### src/rtl/cpu_pkg.sv
// ----------------------------------------------------------------------------
// cpu_pkg
// Shared definitions for the datapath blocks of the 8-bit teaching CPU.
//   - opcode_e      : instruction opcodes (instr[7:4])
//   - step_t        : micro-step encoding T0..T7
//   - CTL_* / M_*   : control word bit indices and one-hot masks
//   - ctrl_t        : packed control word driven by the microcode ROM
// ----------------------------------------------------------------------------
package cpu_pkg;

    typedef enum logic [3:0] {
        OP_NOP = 4'b0000,
        OP_LDA = 4'b0001,
        OP_ADD = 4'b0010,
        OP_SUB = 4'b0011,
        OP_STA = 4'b0100,
        OP_LDI = 4'b0101,
        OP_JMP = 4'b0110,
        OP_JC  = 4'b0111,
        OP_JZ  = 4'b1000,
        OP_OUT = 4'b1110,
        OP_HLT = 4'b1111
    } opcode_e;

    localparam int STEP_W = 3;
    typedef logic [STEP_W-1:0] step_t;

    localparam step_t STEP_T0 = 3'd0;
    localparam step_t STEP_T1 = 3'd1;
    localparam step_t STEP_T2 = 3'd2;
    localparam step_t STEP_T3 = 3'd3;
    localparam step_t STEP_T4 = 3'd4;

    localparam int NUM_CTL = 15;
    typedef logic [NUM_CTL-1:0] ctrl_t;

    localparam int CTL_COUNTER_OUT    = 0;
    localparam int CTL_COUNTER_ENABLE = 1;
    localparam int CTL_JUMP           = 2;
    localparam int CTL_MAR_IN         = 3;
    localparam int CTL_RAM_IN         = 4;
    localparam int CTL_RAM_OUT        = 5;
    localparam int CTL_IR_IN          = 6;
    localparam int CTL_IR_OUT         = 7;
    localparam int CTL_A_IN           = 8;
    localparam int CTL_A_OUT          = 9;
    localparam int CTL_B_IN           = 10;
    localparam int CTL_ALU_OUT        = 11;
    localparam int CTL_ALU_SUB        = 12;
    localparam int CTL_FLAGS_IN       = 13;
    localparam int CTL_OUT_IN         = 14;

    localparam ctrl_t M_COUNTER_OUT    = ctrl_t'(1) << CTL_COUNTER_OUT;
    localparam ctrl_t M_COUNTER_ENABLE = ctrl_t'(1) << CTL_COUNTER_ENABLE;
    localparam ctrl_t M_JUMP           = ctrl_t'(1) << CTL_JUMP;
    localparam ctrl_t M_MAR_IN         = ctrl_t'(1) << CTL_MAR_IN;
    localparam ctrl_t M_RAM_IN         = ctrl_t'(1) << CTL_RAM_IN;
    localparam ctrl_t M_RAM_OUT        = ctrl_t'(1) << CTL_RAM_OUT;
    localparam ctrl_t M_IR_IN          = ctrl_t'(1) << CTL_IR_IN;
    localparam ctrl_t M_IR_OUT         = ctrl_t'(1) << CTL_IR_OUT;
    localparam ctrl_t M_A_IN           = ctrl_t'(1) << CTL_A_IN;
    localparam ctrl_t M_A_OUT          = ctrl_t'(1) << CTL_A_OUT;
    localparam ctrl_t M_B_IN           = ctrl_t'(1) << CTL_B_IN;
    localparam ctrl_t M_ALU_OUT        = ctrl_t'(1) << CTL_ALU_OUT;
    localparam ctrl_t M_ALU_SUB        = ctrl_t'(1) << CTL_ALU_SUB;
    localparam ctrl_t M_FLAGS_IN       = ctrl_t'(1) << CTL_FLAGS_IN;
    localparam ctrl_t M_OUT_IN         = ctrl_t'(1) << CTL_OUT_IN;

endpackage

### src/rtl/microcode_rom.sv
// ----------------------------------------------------------------------------
// microcode_rom
// Purely combinational decode of (step, opcode, flags, halted) into the
// datapath control word.
//   step        in   current micro-step
//   opcode      in   instr[7:4]
//   carry_flag  in   carry flag, only consulted by JC in T2
//   zero_flag   in   zero flag, only consulted by JZ in T2
//   halted      in   machine halted; forces an all-zero control word
//   ctrl        out  control word, bit positions given by cpu_pkg::CTL_*
// ----------------------------------------------------------------------------
module microcode_rom
    import cpu_pkg::*;
#(
    parameter logic [3:0] HLT_OPCODE = 4'b1111
) (
    input  step_t      step,
    input  logic [3:0] opcode,
    input  logic       carry_flag,
    input  logic       zero_flag,
    input  logic       halted,
    output ctrl_t      ctrl
);

    // Fetch (T0/T1) is shared by every opcode; execute steps decode the
    // opcode. The halt opcode produces nothing in T2 even if it aliases a
    // defined opcode, and steps past T4 are always idle.
    always_comb begin
        ctrl = '0;
        if (!halted) begin
            case (step)
                STEP_T0: ctrl = M_COUNTER_OUT | M_MAR_IN;
                STEP_T1: ctrl = M_RAM_OUT | M_IR_IN | M_COUNTER_ENABLE;
                STEP_T2: begin
                    if (opcode != HLT_OPCODE) begin
                        case (opcode_e'(opcode))
                            OP_LDA, OP_ADD, OP_SUB, OP_STA:
                                ctrl = M_IR_OUT | M_MAR_IN;
                            OP_LDI:  ctrl = M_IR_OUT | M_A_IN;
                            OP_JMP:  ctrl = M_IR_OUT | M_JUMP;
                            OP_JC:   ctrl = carry_flag ? (M_IR_OUT | M_JUMP) : '0;
                            OP_JZ:   ctrl = zero_flag ? (M_IR_OUT | M_JUMP) : '0;
                            OP_OUT:  ctrl = M_A_OUT | M_OUT_IN;
                            default: ctrl = '0;
                        endcase
                    end
                end
                STEP_T3: begin
                    case (opcode_e'(opcode))
                        OP_LDA:         ctrl = M_RAM_OUT | M_A_IN;
                        OP_ADD, OP_SUB: ctrl = M_RAM_OUT | M_B_IN;
                        OP_STA:         ctrl = M_A_OUT | M_RAM_IN;
                        default:        ctrl = '0;
                    endcase
                end
                STEP_T4: begin
                    case (opcode_e'(opcode))
                        OP_ADD:  ctrl = M_ALU_OUT | M_A_IN | M_FLAGS_IN;
                        OP_SUB:  ctrl = M_ALU_OUT | M_ALU_SUB | M_A_IN | M_FLAGS_IN;
                        default: ctrl = '0;
                    endcase
                end
                default: ctrl = '0;
            endcase
        end
    end

endmodule

### src/rtl/control_sequencer.sv
// ----------------------------------------------------------------------------
// control_sequencer
// Micro-step counter and halt latch for the teaching CPU; decode of the
// control word is delegated to microcode_rom.
//   clk                 in   rising-edge clock
//   clear_n             in   asynchronous active-low reset
//   instr[7:0]          in   instruction register, opcode = instr[7:4]
//   carry_flag          in   flags register carry
//   zero_flag           in   flags register zero
//   step[2:0]           out  current micro-step
//   halted              out  sticky halt indicator
//   counter_out, counter_enable, jump                     out  PC controls
//   mar_in, ram_in, ram_out, ir_in, ir_out, a_in, a_out,
//   b_in, alu_out, alu_sub, flags_in, out_in              out  datapath controls
// ----------------------------------------------------------------------------
module control_sequencer
    import cpu_pkg::*;
#(
    parameter int         NUM_STEPS  = 5,
    parameter logic [3:0] HLT_OPCODE = 4'b1111
) (
    input  logic       clk,
    input  logic       clear_n,
    input  logic [7:0] instr,
    input  logic       carry_flag,
    input  logic       zero_flag,
    output logic [2:0] step,
    output logic       halted,
    output logic       counter_out,
    output logic       counter_enable,
    output logic       jump,
    output logic       mar_in,
    output logic       ram_in,
    output logic       ram_out,
    output logic       ir_in,
    output logic       ir_out,
    output logic       a_in,
    output logic       a_out,
    output logic       b_in,
    output logic       alu_out,
    output logic       alu_sub,
    output logic       flags_in,
    output logic       out_in
);

    localparam step_t LAST_STEP = step_t'(NUM_STEPS - 1);

    step_t      step_q, step_d;
    logic       halted_q, halted_d;
    logic [3:0] opcode;
    ctrl_t      ctrl;
    logic       unused_operand;

    assign opcode         = instr[7:4];
    assign unused_operand = ^instr[3:0];

    // Next-state: the step counter wraps at the last step. Seeing the halt
    // opcode in T2 latches halted and parks the counter at T2; once halted
    // nothing moves until reset.
    always_comb begin
        step_d   = step_q;
        halted_d = halted_q;
        if (!halted_q) begin
            if (step_q == STEP_T2 && opcode == HLT_OPCODE) begin
                halted_d = 1'b1;
            end else if (step_q == LAST_STEP) begin
                step_d = STEP_T0;
            end else begin
                step_d = step_q + 3'd1;
            end
        end
    end

    // State registers; reset drops straight back to T0 and clears halt.
    always_ff @(posedge clk or negedge clear_n) begin
        if (!clear_n) begin
            step_q   <= STEP_T0;
            halted_q <= 1'b0;
        end else begin
            step_q   <= step_d;
            halted_q <= halted_d;
        end
    end

    microcode_rom #(
        .HLT_OPCODE (HLT_OPCODE)
    ) u_rom (
        .step       (step_q),
        .opcode     (opcode),
        .carry_flag (carry_flag),
        .zero_flag  (zero_flag),
        .halted     (halted_q),
        .ctrl       (ctrl)
    );

    assign step           = step_q;
    assign halted         = halted_q;
    assign counter_out    = ctrl[CTL_COUNTER_OUT];
    assign counter_enable = ctrl[CTL_COUNTER_ENABLE];
    assign jump           = ctrl[CTL_JUMP];
    assign mar_in         = ctrl[CTL_MAR_IN];
    assign ram_in         = ctrl[CTL_RAM_IN];
    assign ram_out        = ctrl[CTL_RAM_OUT];
    assign ir_in          = ctrl[CTL_IR_IN];
    assign ir_out         = ctrl[CTL_IR_OUT];
    assign a_in           = ctrl[CTL_A_IN];
    assign a_out          = ctrl[CTL_A_OUT];
    assign b_in           = ctrl[CTL_B_IN];
    assign alu_out        = ctrl[CTL_ALU_OUT];
    assign alu_sub        = ctrl[CTL_ALU_SUB];
    assign flags_in       = ctrl[CTL_FLAGS_IN];
    assign out_in         = ctrl[CTL_OUT_IN];

endmodule

### config.mk
export PLATFORM = sky130hd
export DESIGN_NAME = control_sequencer
export DESIGN_NICKNAME = d
export VERILOG_FILES = /design/src/rtl/cpu_pkg.sv /design/src/rtl/microcode_rom.sv /design/src/rtl/control_sequencer.sv
export SDC_FILE = /design/constraint.sdc
export NUM_CORES = 1
export LEC_CHECK = 0
export ABC_CLOCK_PERIOD_IN_PS = 3400
export BUFFER_PORTS_ARGS = -buffer_cell sky130_fd_sc_hd__buf_2
export CAP_MARGIN = 10
export CORE_UTILIZATION = 45
export CTS_CLUSTER_SIZE = 30
export DETAILED_ROUTE_END_ITERATION = 8
export GPL_ROUTABILITY_DRIVEN = 0
export MAX_ROUTING_LAYER = met4
export PLACE_DENSITY = 0.8
export SLEW_MARGIN = 10
export SYNTH_ARGS = -nofsm -noshare
export SYNTH_HDL_FRONTEND = slang
export SYNTH_SLANG_ARGS = --single-unit
export TNS_END_PERCENT = 20
### constraint.sdc
create_clock -name clk -period 3.4 [get_ports clk]
set_clock_uncertainty 0.2 [all_clocks]
set_input_delay 0.34 -clock clk [delete_from_list [all_inputs] [get_ports clk]]
set_output_delay 0.34 -clock clk [all_outputs]
set_load 0.01 [all_outputs]
# == After elaboration in Yosys (flattened, before gate mapping) ==
# Cells that the tools add are included.
# classes
n_mux,11
bitwise_logic,2
reduce_logical,5
addsub,1
n_eq_ne,15
# ops
op,count
one-hot mux 15 bit (6 select lines),1
one-hot mux 15 bit (5 select lines),1
one-hot mux 11 bit (3 select lines),1
2-to-1 mux 15 bit,2
one-hot mux 14 bit (2 select lines),1
equality test 4 x 3 -> 1 bit (second input constant),4
2-to-1 mux 8 bit,2
equality test 4 bit (second input constant),3
equality test 4 x 2 -> 1 bit (second input constant),2
equality test 3 x 2 -> 1 bit (second input constant),2
equality test 4 x 1 -> 1 bit (second input constant),1
inequality test 4 bit (second input constant),1
OR reduction 4 bit,1
adder 3 x 1 -> 3 bit (second input constant),1
equality test 3 x 1 -> 1 bit (second input constant),1
equality test 3 bit (second input constant),1
zero test 3 bit,1
2-to-1 mux 3 bit,1
2-to-1 mux 1 bit,2
NOT 1 bit,2
AND reduction 2 bit,1
OR reduction 2 bit,1
logical AND 1 bit,1
# totals
wordCells,36
output_inout_bits,19
reg_bits,4

# == Depth between registers and ports, before layout ==
# Gate-level depths: netlist of run 1.
# depth
ltp_word,6
depth_mapped,7
ltp_nobuf,5

# == Modules after synthesis ==
# A second synthesis of run 1 with hierarchy kept.
# unflattened
cells_unflattened,69
hier_area_um2,579.3
# modules_own_cells
module,cells_per_inst,seq_area_each_um2,n_inst,area_per_inst_um2
microcode_rom,49,0.0,1,335.3
control_sequencer,20,100.1,1,244.0

# == Worst setup path before layout of run 1 ==
# No wires, ideal clock.
# synth_timing
kind,reg-to-output
from,"reg step_q[0], in the netlist step[0]"
to,out flags_in
setup_slack_ns,1.115
required_ns,2.860
t_arrival_ns,1.745
stages_incl_launch_ff,8
path_cell_list,dfrtp_1 -> inv_1 -> ha_1 -> nor4_1 -> or3_1 -> buf_6 -> nor2_1 -> buf_4
# synth_via
elab_chain_len,3
elab_cells_between_ends,7
classes_between,4 x eq/ne; 2 x mux; 1 x reduce/logical
# synth_lines
item,line,text
"start, declared",control_sequencer.sv:48,"step_t step_q, step_d;"
"start signal, assigned",control_sequencer.sv:80,step_q <= step_d;
equality test 3 bit (tied with other cells),microcode_rom.sv:31,case (step)
one-hot mux 15 bit (5 select lines) *,microcode_rom.sv:31,
2-to-1 mux 15 bit *,microcode_rom.sv:30,if (!halted) begin
"end, declared",control_sequencer.sv:42,"output logic flags_in,"
# Every way passes the cells marked *; elsewhere a longest branch is shown, timed or not.

# == Worst setup path after layout of run 1 ==
# layout_timing
from,"reg step_q[0], in the netlist step[0]"
to,out b_in
# layout_via
elab_chain_len,3
elab_cells_between_ends,7
classes_between,4 x eq/ne; 2 x mux; 1 x reduce/logical
# layout_lines
item,line,text
equality test 3 bit (tied with other cells),microcode_rom.sv:31,
one-hot mux 15 bit (5 select lines) *,microcode_rom.sv:31,
2-to-1 mux 15 bit *,microcode_rom.sv:30,
"end, declared",control_sequencer.sv:39,"output logic b_in,"
# Marks and branches as above.

==> impl_metrics.env, run 1 <==
export IMPL_status="finished, final reports clean"
export IMPL_drt_pass1_iterations=4
export IMPL_power_density_mw_per_mm2=736
export IMPL_dieArea_sq_mm=0.00148
export IMPL_crit_arrival_ns=2.07
export IMPL_hpwlAfterDp_mm=1.16
export IMPL_numCtsBuffers=3
export IMPL_setup_viol=0
export IMPL_clkSinkCount=4
export IMPL_via_count=673
export IMPL_grt_pass1_vias=533
export IMPL_synth_edff_count=0
export IMPL_core_area_sq_mm=0.00117
export IMPL_setup_tns_ns=0
export IMPL_p_leak_nw=0.362
export IMPL_ys_seq_area_frac=0.167
export IMPL_rsz0062_at_grt="no"
export IMPL_cts_tree="done"
export IMPL_io_buffers=26
export IMPL_fin_cells=115
export IMPL_synth_top_area_frac=0.167
export IMPL_routed_wl_mm=1.44
export IMPL_seqCellArea_sq_um=100
export IMPL_period_share=0.768
export IMPL_synth_seq_cells=4
export IMPL_rr_worst_depth=5
export IMPL_slew_violations=0
export IMPL_die_w_microns=38.5
export IMPL_async_reset_ff_frac=1.00
export IMPL_netlist_area_sq_um=601
export IMPL_cts_buffer_depth=2
export IMPL_ant_nets=0
export IMPL_diodes=0
export IMPL_clock_fmax_mhz=383
export IMPL_die_y_microns=38.5
export IMPL_grt_pass1_wl_mm=2.20
export IMPL_yosysWarnings=0
export IMPL_yosysTopAreaCell="dfrtp_1"
export IMPL_clockRootBuffer="clkbuf_4"
export IMPL_path_class="register to primary output"
export IMPL_initial_core_util=0.513
export IMPL_place_inst=111
export IMPL_cts_resized=0
export IMPL_crit_path_max_fanout=8
export IMPL_clkTransAtPathRegs_ns=0.04
export IMPL_route_detailed_drc=0
export IMPL_nNetsFinal=120
export IMPL_synth_main_ff_cell="dfrtp_1"
export IMPL_grt_max_degree=14
export IMPL_final_area_sq_um=722
export IMPL_worstSetupEndpointType="primary output"
export IMPL_via_per_inst=5.85
export IMPL_post_cts_buffers=0
export IMPL_worst_pin_slew_ns=0.340
export IMPL_maxSlewHeadroom=0.773
export IMPL_gr_total_overflow=0
export IMPL_peakVddDrop_uv=495
export IMPL_drt_iter0_markers=31
export IMPL_ctsHoldBuffers=1
export IMPL_ios=31
export IMPL_syn_num_nets=95
export IMPL_multi_input_area_sq_um=415
export IMPL_synthDistinctLibCells=35
export IMPL_worstPathRequired_ns=2.86
export IMPL_start_kind="register"
export IMPL_n_fill_cell=110
export IMPL_hp_class="input pin to async pin"
export IMPL_maxCapViolCount=0
export IMPL_clock_latency_ns=0.23
export IMPL_syn_to_final_growth_pct=20.2
export IMPL_wl_per_cell_microns=12.5
export IMPL_drive_gt1_frac=0.317
export IMPL_hold_viol_final=0
export IMPL_cts_htree_levels=1
export IMPL_ys_top_cells_by_area="dfrtp_1, ha_1, buf_6"
export IMPL_syn_area_per_cell_sq_um=7.70
export IMPL_synthCells=78
export IMPL_gr_usage_all_layers=0.213
export IMPL_antenna_found_initial=0
export IMPL_place_area_sq_um=689
export IMPL_period_minus_slack_ns=2.61
export IMPL_rows=12
==> stage by stage <==
step	util	total power [mW]	hold slack (ns)	setup WS [ns]
6_report	0.616	0.531	0.239	0.787
5_1_grt	0.616	0.585	0.254	0.656
4_1_cts	0.616	0.531	0.243	0.790
3_5_place_dp	0.589	0.470	-0.0493	1.05
3_3_place_gp	0.589	0.458	-0.0566	1.06
2_1_floorplan	-	0.400	-0.156	1.11
==> layout make-up <==
cell class	instances	share of cell area
timing repair buffer	27	0.194
tap	14	0.0243
sequential	4	0.139
inverter	7	0.0364
clock buffer	3	0.0312
multi-input combinational	60	0.575
==> synth_stat cells (all sizes together) (2+ instances only) <==
master and instances:
nand4 4, or3 4, dfrtp 4, nand2b 2, nor3 3, inv 7, nand2 4, nor2b 2
o21ai 4, a211oi 2, a21oi 3, buf 7, nor2 8, nand3 2, ha 5
==> state kept, by name (all words and copies together), names as in the netlist <==
name	count
halted	1
step	3
==> cell families (layout without fill, tap and decap cells) <==
family                   after synthesis  in the layout  share of synthesized area
AND/OR/NAND/NOR                       36             36                      0.363
AO/OA/AOI/OAI                         19             19                      0.225
buffers and inverters                 14             37                      0.142
adder cells (fa/ha/maj)                5              5                      0.104
flip-flops                             4              4                      0.167
==> critical path: stages (launching register included) <==
cell	delay, ns
dfrtp_1	0.46
inv_1	0.12
ha_1	0.29
nor4_1	0.09
or3_1	0.51
nor3_4	0.22
buf_2	0.15
==> layer usage <==
layer / vias to the layer above / GRT usage / wire, microns
met5: - / - / 0
met4: 0 / 0.0517 / 0
met3: 0 / 0.0174 / 55
met2: 25 / 0.342 / 736
met1: 314 / 0.288 / 646
li1: 334 / - / -
==> power breakdown <==
group / leakage, nW / switching, mW / internal (mW)
clock network: 0.0138 / 0.0192 / 0.0395
logic: 0.299 / 0.210 / 0.143
registers: 0.0494 / 0.0483 / 0.0722
==> final timing paths <==
| check | from | endpoint | slack [ns] |
|---|---|---|---|
| min in group clk | instr[4] | step[1] | 0.27 |
| hold / removal | clear_n | step[0] | 0.24 |
| setup / recovery | step[0] | b_in | 0.79 |
| hold reg to reg | halted | halted | 0.43 |
| setup reg to reg | step[0] | step[0] | 1.72 |
| max in group asynchronous | clear_n | step[1] | 2.64 |
==> cells in the final DEF (no fill, tap or decap), types with 2 or more instances in the layout <==
| cell | instances |
|---|---|
| clkbuf_4 | 3 |
| nor2_1 | 8 |
| nand4_1 | 4 |
| ha_1 | 5 |
| nor2b_1 | 2 |
| inv_1 | 7 |
| nor3_2 | 2 |
| or3_1 | 4 |
| nand2_1 | 4 |
| nand2b_1 | 2 |
| dfrtp_1 | 4 |
| o21ai_0 | 4 |
| nand3_1 | 2 |
| buf_2 | 26 |
| a211oi_1 | 2 |
| a21oi_1 | 3 |
(Power assumes the default switching activity.)
==> run 2, diff against run 1 <==
Settings changed: ABC_CLOCK_PERIOD_IN_PS 3400 to 2100, CORE_UTILIZATION 45 to 39, PLACE_DENSITY 0.8 to 0.73.
Clock period 3.4 ns to 2.1 ns, I/O delays scaled along.
==> run 2 against run 1 <==
  * The run now ends with negative setup slack left
  * Largest cell class unchanged
  * Via count up 8.2%
  * Global-route usage increased by 2.0 points
  * Final cell count is 11% higher
  * Non-clock buffer count grew 12
  * Highest routed layer is now met4
  * Hold slack worse by 0.13 ns
  * Routed wire length is 23% higher
  * Register-to-register slack worse by 1.3 ns
  * Design area is 28% higher
  * Critical path depth stayed put
  * First-iteration DRC count stayed put
  * Sequential share of layout area decreased by 2.6 points
  * Flip-flop and latch count stayed put
==> impl_metrics.env, run 2 (synthesis gave the netlist of run 1 again) <==
export IMPL_status="complete, but fails checks"
export IMPL_violations="negative setup slack"
export IMPL_hp_class="input pin to async pin"
export IMPL_gr_total_overflow=0
export IMPL_rows=13
export IMPL_clock_fmax_mhz=464
export IMPL_clockRootBuffer="clkbuf_4"
export IMPL_numCtsBuffers=3
export IMPL_crit_path_max_fanout=8
export IMPL_via_count=728
export IMPL_grt_pass1_vias=608
export IMPL_hold_viol_final=0
export IMPL_cts_tree="done"
export IMPL_io_buffers=26
export IMPL_rr_worst_depth=6
export IMPL_pwr_share_seq=0.164
export IMPL_dieArea_sq_mm=0.00170
export IMPL_cts_htree_levels=1
export IMPL_rsz0062_at_grt="yes"
export IMPL_drt_pass1_iterations=4
export IMPL_crit_family="simple AND/OR/NAND/NOR gates"
export IMPL_clkTransAtPathRegs_ns=0.04
export IMPL_power_density_mw_per_mm2=1310
export IMPL_worstPathRequired_ns=1.69
export IMPL_initial_core_util=0.440
export IMPL_die_y_microns=41.2
export IMPL_crit_arrival_ns=1.75
export IMPL_layout_common_cells="buf_2, buf_4, nor2_1, ha_4"
export IMPL_antenna_found_initial=0
export IMPL_crit_start="step[1]"
export IMPL_period_minus_slack_ns=2.16
export IMPL_route_detailed_drc=0
export IMPL_setup_viol=7
export IMPL_drt_iter0_markers=31
export IMPL_via_per_inst=5.69
export IMPL_ios=31
export IMPL_r2r_end="step[0]"
export IMPL_gr_usage_all_layers=0.233
export IMPL_die_w_microns=41.2
export IMPL_drive_gt1_frac=0.549
export IMPL_path_class="register to primary output"
export IMPL_swShare=0.477
export IMPL_clock_latency_ns=0.23
export IMPL_p_clk_frac=0.076
export IMPL_nNetsFinal=132
export IMPL_cp_endpoint="alu_sub"
export IMPL_crit_slowest_cell="dfrtp_2"
export IMPL_finish_utilization=0.674
export IMPL_n_fill_cell=102
export IMPL_worst_pin_slew_ns=0.265
export IMPL_rr_startpoint="step[0]"
export IMPL_maxSlewHeadroom=0.821
export IMPL_wl_per_cell_microns=13.8
export IMPL_start_kind="register"
export IMPL_grt_pass1_wl_mm=2.59
export IMPL_hpwlAfterDp_mm=1.21
export IMPL_ant_nets=0
export IMPL_peakVddDrop_uv=975
export IMPL_worstSetupEndpointType="primary output"
export IMPL_grt_max_degree=14
export IMPL_routed_wl_mm=1.77
export IMPL_p_comb_frac=0.759
export IMPL_slew_violations=0
export IMPL_cts_buffer_depth=2
export IMPL_clkSinkCount=4
export IMPL_maxCapViolCount=0
export IMPL_worst_slack_ns=-0.0560
export IMPL_path_depth=6
export IMPL_cp_num_buf_inv=2
export IMPL_diodes=0
export IMPL_layout_commonest_cell="buf_2"
export IMPL_largest_reg_flops=3
export IMPL_ff2ff_setup_slack_ns=0.47
export IMPL_power_switching_uw=574
export IMPL_syn_to_final_growth_pct=53.3
export IMPL_intPower_uw=628
export IMPL_slowest_delay_ns=0.47
export IMPL_core_area_sq_mm=0.00137
export IMPL_path_cells="inv_4 -> ha_4 -> nor4_2 -> or3_4 -> nor3_2 -> buf_2"
export IMPL_hold_ws_ns=0.111
export IMPL_p_leak_nw=0.426
export IMPL_period_share=1.03
run 2: cell count changes in the layout (fill, tap and decap cells not counted), moves of 2 or more:
cell     previous run  this run
buf_4               0        11
ha_1                5         0
ha_4                0         5
dfrtp_1             4         1
dfrtp_2             0         3
inv_1               7         4
inv_4               0         2
or3_1               4         2
or3_4               0         2
run 2: layout make-up:
| type | count | area [sq um] | share of cell area |
|---|---|---|---|
| Inverter | 7 | 31.3 | 0.0340 |
| Tap cell | 15 | 18.8 | 0.0204 |
| Multi-Input combinational cell | 60 | 510 | 0.554 |
| Clock buffer | 3 | 22.5 | 0.0245 |
| Timing Repair Buffer | 39 | 234 | 0.254 |
| Sequential cell | 4 | 104 | 0.113 |
run 2: worst min path at each step:
stage,start,to,slack [ns],depth (start not counted)
finish,clear_n,step[1],0.11,2
global route,clear_n,step[1],0.11,2
CTS,clear_n,step[1],0.10,2
detailed placement,clear_n,step[1],-0.18,1
global placement,clear_n,step[1],-0.18,1
floorplan,clear_n,halted,-0.29,0
run 2: power groups by stage:
stage	Combinational, mW	Clock [mW]	Sequential (mW)
6_report	0.913	0.0915	0.198
5_1_grt	0.995	0.103	0.204
4_1_cts	0.823	0.0955	0.191
3_5_place_dp	0.689	0	0.165
3_3_place_gp	0.673	0	0.163
2_1_floorplan	0.464	0	0.187
run 2: repair_timing:
action	4_1_cts	5_1_grt
endpoints found under the hold margin	4	0
buffers inserted	4	1
cloned	0	0
hold buffers	1	0
pin swaps	11	5
gates resized for setup	19	6
endpoints found under the setup margin	9	10
run 2: stage by stage:
stage          TNS, ns  power [mW]  cells  setup WS (ns)  area (sq um)
6_report        -0.201        1.20    128        -0.0560           921
4_1_cts         -0.363        1.11    127        -0.0607           881
3_5_place_dp   -0.0206       0.854    119        -0.0206           746
2_1_floorplan        0       0.651     78         0.0153           603
3_3_place_gp         0       0.836    119         0.0324           746
5_1_grt         -0.986        1.30    128         -0.143           921
run 2: routing by layer:
metal / part of all wire / vias to the layer above / global-route usage
li1: - / 356 / -
met1: 0.42 / 336 / 0.302
met2: 0.52 / 34 / 0.387
met3: 0.054 / 2 / 0.0163
met4: 0.0085 / 0 / 0.0645
met5: 0 / - / -
==> run 3, diff against run 2 <==
Settings changed: ABC_CLOCK_PERIOD_IN_PS 2100 to 1800.
Clock period 2.1 ns to 1.8 ns, I/O delays scaled along.
==> run 3 against run 2 <==
  * Clock power rose by 21%
  * Die area did not move
  * The run still ends with negative setup slack left
  * Non-clock buffer count increased by 5
  * Critical path type unchanged
  * Setup slack worse by 0.33 ns
==> impl_metrics.env, run 3 (synthesis gave the netlist of run 1 again) <==
export IMPL_status="complete, but fails checks"
export IMPL_violations="negative setup slack"
export IMPL_start_kind="register"
export IMPL_clock_fmax_mhz=458
export IMPL_clkSinkCount=4
export IMPL_finish_utilization=0.706
export IMPL_clock_latency_ns=0.24
export IMPL_path_cells="ha_2 -> ha_1 -> nand2b_1 -> a2111o_1 -> a21oi_2 -> buf_2"
export IMPL_hold_viol_final=0
export IMPL_worstSetupEndpointType="primary output"
export IMPL_io_buffers=26
export IMPL_period_share=1.21
export IMPL_crit_path_max_fanout=5
export IMPL_ant_nets=0
export IMPL_slowest_delay_ns=0.42
export IMPL_drt_pass1_iterations=4
export IMPL_clkTransAtPathRegs_ns=0.04
export IMPL_drt_iter0_markers=22
export IMPL_layout_common_cells="buf_2, buf_4, inv_1"
export IMPL_hpwlAfterDp_mm=1.32
export IMPL_totalPowerFinal_mw=1.47
export IMPL_grt_pass1_vias=572
export IMPL_crit_slowest_cell="dfrtp_2"
export IMPL_peakVddDrop_uv=930
export IMPL_cp_num_buf_inv=1
export IMPL_via_per_inst=5.59
export IMPL_core_area_sq_mm=0.00137
export IMPL_rsz0062_at_grt="yes"
export IMPL_slew_violations=0
export IMPL_hp_class="input pin to register"
export IMPL_ios=31
export IMPL_dieArea_sq_mm=0.00170
export IMPL_min_from="instr[4]"
export IMPL_maxCapViolCount=0
export IMPL_cts_tree="done"
export IMPL_crit_family="compound AO/OA/AOI/OAI gates"
export IMPL_largest_reg_flops=3
export IMPL_n_fill_cell=109
export IMPL_r2r_end="step[1]"
export IMPL_route_detailed_drc=0
export IMPL_diodes=0
export IMPL_maxSlewHeadroom=0.832
export IMPL_syn_to_final_growth_pct=60.6
export IMPL_clockRootBuffer="clkbuf_4"
export IMPL_initial_core_util=0.440
export IMPL_power_density_mw_per_mm2=1520
export IMPL_die_w_microns=41.2
export IMPL_worst_slack_ns=-0.385
export IMPL_ff2ff_setup_slack_ns=0.06
export IMPL_grt_max_degree=14
export IMPL_p_leak_nw=0.449
export IMPL_die_y_microns=41.2
export IMPL_rr_worst_depth=7
export IMPL_hold_depth=3
export IMPL_hold_end="step[0]"
export IMPL_rr_startpoint="step[1]"
export IMPL_worstPathRequired_ns=1.42
export IMPL_antenna_found_initial=0
export IMPL_rows=13
export IMPL_path_class="register to primary output"
export IMPL_cts_buffer_depth=2
export IMPL_crit_arrival_ns=1.81
export IMPL_period_minus_slack_ns=2.19
export IMPL_gr_total_overflow=0
export IMPL_wl_per_cell_microns=13.3
export IMPL_gr_usage_all_layers=0.227
export IMPL_layout_commonest_cell="buf_2"
export IMPL_routed_wl_mm=1.77
export IMPL_setup_viol=12
export IMPL_worst_pin_slew_ns=0.248
export IMPL_drive_gt1_frac=0.576
export IMPL_nNetsFinal=137
export IMPL_numCtsBuffers=3
export IMPL_grt_pass1_wl_mm=2.48
export IMPL_via_count=743
export IMPL_cts_htree_levels=1
[run 3: cell count changes in the layout (fill, tap and decap cells not counted), sizes merged]
cell,delta
buf,+5
[run 3: stage by stage]
step                cell area [sq um]  hold WS, ns  worst slack, ns  cells  setup TNS (ns)
CTS                               898       0.0846           -0.398    132           -3.55
global route                      965        0.113           -0.464    133           -4.37
finish                            965        0.111           -0.385    133           -3.44
floorplan                         643       -0.316          -0.0715     78          -0.412
detailed placement                850       -0.211           -0.146    128          -0.915
global placement                  850       -0.215           -0.147    128          -0.908
[run 3: how the worst max path moves through the flow]
| stage | startpoint | end | slack, ns | cells after the start |
|---|---|---|---|---|
| floorplan | step[0] | flags_in | -0.07 | 7 |
| global placement | step[0] | b_in | -0.15 | 7 |
| detailed placement | step[1] | b_in | -0.15 | 7 |
| CTS | step[0] | mar_in | -0.40 | 7 |
| global route | step[1] | a_out | -0.46 | 7 |
| finish | step[1] | a_in | -0.39 | 6 |
[run 3: worst register-to-register path: stages, from the launching register on]
cell     delay [ns]
dfrtp_2        0.44
buf_6          0.14
ha_4           0.15
buf_4          0.14
and4_1         0.23
buf_4          0.14
nand4_1        0.08
nand3_1        0.08
[run 3: final cells by class]
type,instances,area (sq um),share of cell area
Tap cell,15,18.8,0.0195
Clock buffer,3,22.5,0.0233
Inverter,7,31.3,0.0324
Timing Repair Buffer,44,279,0.289
Multi-Input combinational cell,60,510,0.529
Sequential cell,4,103,0.106
[run 3: power breakdown]
part / internal, mW / total, mW / switching [mW]
combinational: 0.576 / 1.15 / 0.577
clock: 0.0745 / 0.111 / 0.0362
sequential: 0.142 / 0.204 / 0.0623
[run 3: routing by layer]
metal  vias to the layer above  track usage  share of wire
li1                        366            -              -
met1                       348        0.322           0.46
met2                        29        0.336           0.49
met3                         0       0.0652          0.055
met4                         0            0              0
met5                         -            -              0
[run 3: what timing repair did]
action	4_1_cts	5_1_grt
pin swaps	3	7
endpoints found under the setup margin	14	14
buffers inserted	0	1
cloned	0	0
hold buffers	1	0
gates resized for setup	4	14
hold endpoints to repair	4	0
